**src/rtl/line_fill_buffer_pkg.sv**
```systemverilog
// line_fill_buffer_pkg: shared cache line geometry, fill-state encoding and word-slot helper.
package line_fill_buffer_pkg;
    localparam int WORDS  = 16;
    localparam int WORD_W = 32;
    localparam int ADDR_W = 32;
    localparam int LINE_W = WORDS * WORD_W;
    localparam int OFF_W  = $clog2(LINE_W / 8);
    typedef enum logic [1:0] {IDLE, REQ, FILL, HOLD} fill_state_t;
    // Word k of a line starts at bit k*w, the layout shared with the replacer and data array.
    function automatic int slot_lo(input int k, input int w = WORD_W);
        return k * w;
    endfunction
endpackage

```
**src/rtl/line_fill_buffer.sv**
```systemverilog
// line_fill_buffer: issues one block read per miss, gathers WORDS beats into a line and
// hands the registered line downstream over valid/ready.
module line_fill_buffer
    import line_fill_buffer_pkg::*;
#(
    parameter int WORDS  = line_fill_buffer_pkg::WORDS,
    parameter int WORD_W = line_fill_buffer_pkg::WORD_W,
    parameter int ADDR_W = line_fill_buffer_pkg::ADDR_W
) (
    input  logic                      clk,
    input  logic                      rst,
    input  logic                      fill_start,
    input  logic [ADDR_W-1:0]         fill_addr,
    output logic                      busy,
    output logic                      mem_req_valid,
    input  logic                      mem_req_ready,
    output logic [ADDR_W-1:0]         mem_req_addr,
    input  logic                      mem_rvalid,
    output logic                      mem_rready,
    input  logic [WORD_W-1:0]         mem_rdata,
    output logic                      line_valid,
    input  logic                      line_ready,
    output logic [WORDS*WORD_W-1:0]   line_out
);
    localparam int LINE_W = WORDS * WORD_W;
    localparam int CNT_W  = $clog2(WORDS);

    fill_state_t       state, state_nxt;
    logic [CNT_W-1:0]  beat_cnt;
    logic [ADDR_W-1:0] addr_q;
    logic [LINE_W-1:0] line_q;

    always_ff @(posedge clk) begin
        if (rst) begin
            state    <= IDLE;
            beat_cnt <= '0;
            addr_q   <= '0;
            line_q   <= '0;
        end else begin
            state <= state_nxt;
            if (state == IDLE && fill_start)
                addr_q <= fill_addr & ~ADDR_W'(LINE_W / 8 - 1);
            if (state == REQ && mem_req_ready)
                beat_cnt <= '0;
            // The last beat wraps beat_cnt back to zero on its own.
            if (state == FILL && mem_rvalid) begin
                line_q[slot_lo(int'(beat_cnt), WORD_W) +: WORD_W] <= mem_rdata;
                beat_cnt <= beat_cnt + 1'b1;
            end
        end
    end

    always_comb begin
        state_nxt = state;
        case (state)
            IDLE:    state_nxt = fill_start ? REQ : IDLE;
            REQ:     state_nxt = mem_req_ready ? FILL : REQ;
            FILL:    state_nxt = (mem_rvalid && beat_cnt == CNT_W'(WORDS - 1)) ? HOLD : FILL;
            HOLD:    state_nxt = line_ready ? IDLE : HOLD;
            default: state_nxt = IDLE;
        endcase
    end

    assign busy          = state != IDLE;
    assign mem_req_valid = state == REQ;
    assign mem_req_addr  = addr_q;
    assign mem_rready    = state == FILL;
    assign line_valid    = state == HOLD;
    assign line_out      = line_q;
endmodule

```
**config.mk**
```make
export PLATFORM = sky130hd
export DESIGN_NAME = line_fill_buffer
export DESIGN_NICKNAME = d
export VERILOG_FILES = /design/src/rtl/line_fill_buffer_pkg.sv /design/src/rtl/line_fill_buffer.sv
export SDC_FILE = /design/constraint.sdc
export NUM_CORES = 1
export LEC_CHECK = 0
export BUFFER_PORTS_ARGS = -buffer_cell sky130_fd_sc_hd__buf_2
export CORE_AREA = 3 3 241 243
export CTS_CLUSTER_DIAMETER = 120
export DETAILED_ROUTE_END_ITERATION = 8
export DIE_AREA = 0 0 244 246
export PLACE_DENSITY = 0.61
export SLEW_MARGIN = 0
export SYNTH_ARGS = -nofsm -noshare
export SYNTH_HDL_FRONTEND = slang
export SYNTH_SLANG_ARGS = --single-unit
```
**constraint.sdc**
```tcl
create_clock -name clk -period 6.1 [get_ports clk]
set_clock_uncertainty 0.05 [all_clocks]
set_input_delay 0.305 -clock clk [delete_from_list [all_inputs] [get_ports clk]]
set_output_delay 0.305 -clock clk [all_outputs]
set_load 0.01 [all_outputs]
```
==> metrics.txt, run 1 <==
I/O Buffers=605; die area=60000 um^2; Final period util=0.696; worst path cell trace=inv_1, ha_1, or3b_2, a21oi_4, nand2_2, mux2i_1; cell with the most instances after synthesis=dfxtp_1; Mapped Area=21300 um^2; max capacitance violation total=0; Initial Util=0.380; final hold vios=0; register bit total from synthesis=544; clk buf depth=3; DRC Markers=0; worst vdd ir=0.000192 V; syn avg cell area=9.31 um^2; Sink Count=544; Post-synth EDFFs=0; f_max=0.236 GHz; Worst Path Required=6.55 ns; DP HPWL=52.8 mm; ys async rst share=0; Die Height=246 um; slowest stage cell, crit path=nand2_2; largest net degree at the start of global routing=247; CP arrival=4.70 ns; total negative setup slack=0 ns; post-synthesis cell type count=45; # IOs=618; Critical Path Start Type=flop; CTS root buffer=clkbuf_16; area delta synth->final=26.4%; first-pass GRT wire length=118 mm; TritonCTS clock tree=done; Post-synth top cells=dfxtp_1, nand2b_1, nand2_1; drt wl/cell=22.9 um; DIE WIDTH=244 um; status=complete, no violations; initial DRC count=1676; largest cells by area after synthesis=dfxtp_1, mux2i_1, nand2b_1; Synth Flop Type=dfxtp_1; Fill cells=5411; # rows=87; max_slew headroom=0.207; Ys Warns=0; Nets=2860; Slew @ Worst Pin=1.19 ns; H-tree levels=2; Core Util, Final=0.480; drt pass-1 iters=6; vias in the first global route=18100; cell taking the most area after synthesis=dfxtp_1; Hold Slack=0.150 ns; Setup crit end kind=flop; sequential area share after synthesis=0.511; initial antenna violation count=3; RSZ-0062 raised after global routing=no; top cell type's share of synthesized area=0.511; Leakage=12.1 nW; Setup Viol. Count Final=0; Clock Latency Late Sink=0.60 ns; core area=56200 um^2; critical path class=flop to flop; Pwr per Cell Area=281 nW/um^2; TritonCTS Buffers=57; via count=18600; Routed Antenna Nets=0; Routed Wire Length=82.1 mm; worst-path fanout max=35; Tot GR Track Use=0.260; Synth Instances=2290; fin. max-slew vios=0; Reg clk slew, reported paths=0.06 ns; min Tclk post-route=4.25 ns; GRT Residual Overflow=0; RD Place Congestion=0.850; max incr delay on CP=0.94 ns; hold crit path type=input pin to flop; DR vias/cell=5.19; layout cells sized above 1=0.266
-- cell families (layout without fill, tap and decap cells) --
group                      after synthesis  in the layout  share of synthesized area
DFF                                    544            544                      0.511
adders and majority gates                5              5                    0.00293
xor gates and xnor gates                 2              2                   0.000822
other                                    1              7                   0.000176
and+or+nand+nor                        948            948                      0.251
muxes                                  192            192                     0.0902
AOI/OAI and AO/OA                      361            361                     0.0968
buffers and inverters                  237            776                     0.0468
-- worst paths after layout --
path / cells past startpoint / to / start / slack [ns]
hold reg to reg: 2 / line_out[510] / line_out[510] / 0.40
setup / recovery: 6 / line_out[74] / beat_cnt[0] / 1.85
hold / removal: 3 / line_out[18] / mem_rdata[18] / 0.15
setup reg to reg: 6 / line_out[74] / beat_cnt[0] / 1.85
-- state kept, by name, indices dropped and copies added (netlist names) --
name / flops
state: 2
beat_cnt: 4
mem_req_addr: 26
line_out: 512
-- power by group --
group / total (mW) / internal [mW] / switching, mW
Sequential: 3.58 / 3.57 / 0.0134
Combinational: 0.325 / 0.104 / 0.221
Clock: 3.68 / 2.19 / 1.49
-- area by class of cell --
class | instances | area, um^2 | area share
flip-flops and latches | 544 | 10900 | 0.404
multi-input cells | 1514 | 9540 | 0.354
repair buffers | 658 | 3520 | 0.131
clock buffers | 84 | 1740 | 0.0646
well taps | 756 | 946 | 0.0351
clock inverters | 24 | 268 | 0.00994
inverters | 10 | 37.5 | 0.00139
diodes | 1 | 2.50 | 0.0000929
-- layer usage --
layer / share of wire / global-route usage / vias to the layer above
met5: 0.000097 / 0 / -
met4: 0.040 / 0.0985 / 2
met3: 0.068 / 0.0480 / 157
met2: 0.47 / 0.436 / 754
met1: 0.42 / 0.333 / 9006
li1: - / - / 8729
-- cell usage in the layout, fill, tap and decap left out, types with 8 or more instances in the layout --
| cell | count |
|---|---|
| nand3_1 | 106 |
| clkbuf_8 | 17 |
| nand3b_1 | 129 |
| mux2i_1 | 192 |
| buf_4 | 24 |
| clkbuf_16 | 59 |
| dfxtp_1 | 544 |
| dlygate4sd3_1 | 28 |
| o21bai_1 | 60 |
| nand2b_1 | 295 |
| nor2_1 | 9 |
| clkinv_2 | 12 |
| a21oi_1 | 69 |
| buf_2 | 604 |
| clkbuf_1 | 8 |
| o21ai_1 | 10 |
| nand4_1 | 33 |
| nor3b_1 | 60 |
| inv_1 | 10 |
| nand2_1 | 269 |
| o21ai_0 | 207 |
-- timing repair --
action                    in CTS  in global routing
setup buffers                  0                  0
hold endpoints to repair      27                  0
gates resized for setup        0                  0
hold buffers                  28                  0
-- worst max-delay path, delay by kind of cell, from the launching register on --
kind	cells	cell delay (ns)
AND/OR/NAND/NOR	2	1.49
AO/OA/AOI/OAI	1	0.79
flip-flops	1	0.63
adder cells (fa/ha/maj)	1	0.55
multiplexers	1	0.43
buffers and inverters	1	0.19
-- stage by stage --
| stage | cells | instance area, um^2 | setup WS, ns | power [mW] |
|---|---|---|---|---|
| detailed placement | 3454 | 24700 | 1.91 | 3.97 |
| floorplan | 2295 | 21300 | 3.61 | 3.83 |
| global placement | 3454 | 24700 | 2.02 | 3.97 |
| global route | 3590 | 26900 | 1.56 | 7.81 |
| finish | 3591 | 26900 | 1.85 | 7.58 |
| CTS | 3590 | 26900 | 1.90 | 7.65 |
No activity file was read; power rests on OpenSTA's default activity.
==> run 2: changes to the inputs <==
--- a/config.mk
+++ b/config.mk
@@ -10,7 +10,7 @@
 export CTS_CLUSTER_DIAMETER = 120
 export DETAILED_ROUTE_END_ITERATION = 8
 export DIE_AREA = 0 0 244 246
-export PLACE_DENSITY = 0.61
+export PLACE_DENSITY = 0.64
 export SLEW_MARGIN = 0
 export SYNTH_ARGS = -nofsm -noshare
 export SYNTH_HDL_FRONTEND = slang
==> constraint.sdc (replaced) <==
create_clock -name clk -period 3.7 [get_ports clk]
set_clock_uncertainty 0.05 [all_clocks]
set_input_delay 0.185 -clock clk [delete_from_list [all_inputs] [get_ports clk]]
set_output_delay 0.185 -clock clk [all_outputs]
set_load 0.01 [all_outputs]
==> run 2 against run 1 <==
  * Via count rose by 0.32%
  * Non-clock buffer count is 23 higher
  * Combinational power up 70%
  * Critical path type unchanged
  * Largest cell class unchanged
  * Largest power group is now sequential cells
==> metrics.txt, run 2 (same netlist as run 1, synthesis figures left out) <==
DP HPWL=52.7 mm; final hold vios=0; Initial Util=0.380; H-tree levels=2; fin. max-slew vios=0; area delta synth->final=26.9%; pre-CTS setup slack=0.556 ns; initial antenna violation count=4; # rows=87; FF+latch area=10900 um^2; # IOs=618; max reg flops=512; Setup Viol. Count Final=0; DP Area=24800 um^2; max_slew headroom=0.242; Die Height=246 um; Setup crit end kind=flop; fin cells=3609; # diodes=0; Routed Antenna Nets=0; vias in the first global route=18200; Reg clk slew, reported paths=0.06 ns; GRT Residual Overflow=0; DRC Markers=0; Critical Path Start Type=flop; placed cell count=3465; PnR Total Power=12.2 mW; Final period util=0.874; Pwr per Cell Area=451 nW/um^2; Routed Wire Length=81.2 mm; critical path class=flop to flop; CP arrival=3.65 ns; Worst Path Required=4.11 ns; Sink Count=544; status=complete, no violations; RSZ-0062 raised after global routing=no; Hold Slack=0.0265 ns; first-pass GRT wire length=118 mm; via count=18700; most frequent cells in the layout=buf_2, dfxtp_1, nand2b_1; Slew @ Worst Pin=1.14 ns; RD Place Congestion=0.883; Tot GR Track Use=0.258; drt pass-1 iters=5; layout cells sized above 1=0.265; PostCTS Resize Cnt=0; worst-path fanout max=33; Core Util, Final=0.481; total negative setup slack=0 ns; TritonCTS clock tree=done; Clock Latency Late Sink=0.61 ns; largest net degree at the start of global routing=238; commonest non-fill, non-tap cell in the layout=buf_2; clk buf depth=3; initial DRC count=1655; I/O Buffers=605; Setup WS post-layout=0.465 ns; Multi-input gate area=9540 um^2; Leakage=12.1 nW; f_max=0.309 GHz; drt wl/cell=22.5 um; DIE WIDTH=244 um; die area=60000 um^2; fin area=27000 um^2; core area=56200 um^2; min Tclk post-route=3.24 ns; hold crit path type=input pin to flop; worst vdd ir=0.000324 V; TritonCTS Buffers=56; DR vias/cell=5.18; Fill cells=5303; CTS root buffer=clkbuf_16; max capacitance violation total=0; Nets=2882
## run 2: area by class of cell
class                   count  share of cell area
flip-flops and latches    544               0.403
multi-input cells        1514               0.353
repair buffers            681               0.139
clock buffers              84              0.0621
well taps                 756              0.0350
clock inverters            20             0.00712
inverters                  10             0.00139
## run 2: per-layer routing
| layer | global-route usage | vias to the layer above | routed length, um |
|---|---|---|---|
| met3 | 0.0529 | 165 | 6060 |
| met4 | 0.0935 | 2 | 2930 |
| met5 | 0 | - | 9 |
| met1 | 0.328 | 8987 | 33000 |
| li1 | - | 8751 | - |
| met2 | 0.435 | 802 | 39200 |
## run 2: power by group
part	switching (mW)	internal [mW]
sequential	0.0195	5.89
combinational	0.369	0.181
clock	2.39	3.34
## run 2: worst paths after layout
| path | start | slack [ns] | depth (start not counted) | endpoint |
|---|---|---|---|---|
| max reg2reg | beat_cnt[0] | 0.46 | 9 | line_out[217] |
| min reg2reg | line_out[481] | 0.40 | 2 | line_out[481] |
| min | mem_rdata[4] | 0.03 | 3 | line_out[4] |
| max | beat_cnt[0] | 0.46 | 9 | line_out[217] |
## run 2: critical path, cell delays in order, from the launching register on
cell,delay [ns]
dfxtp_1,0.29
buf_4,0.17
inv_1,0.14
ha_1,0.40
xnor2_2,0.32
a2111oi_4,0.58
buf_4,0.45
and2_1,0.19
buf_4,0.31
o21ai_0,0.17
## run 2: repair_timing
item | in CTS | in global routing
hold buffers | 40 | 0
setup buffers | 0 | 0
endpoints found under the hold margin | 54 | 0
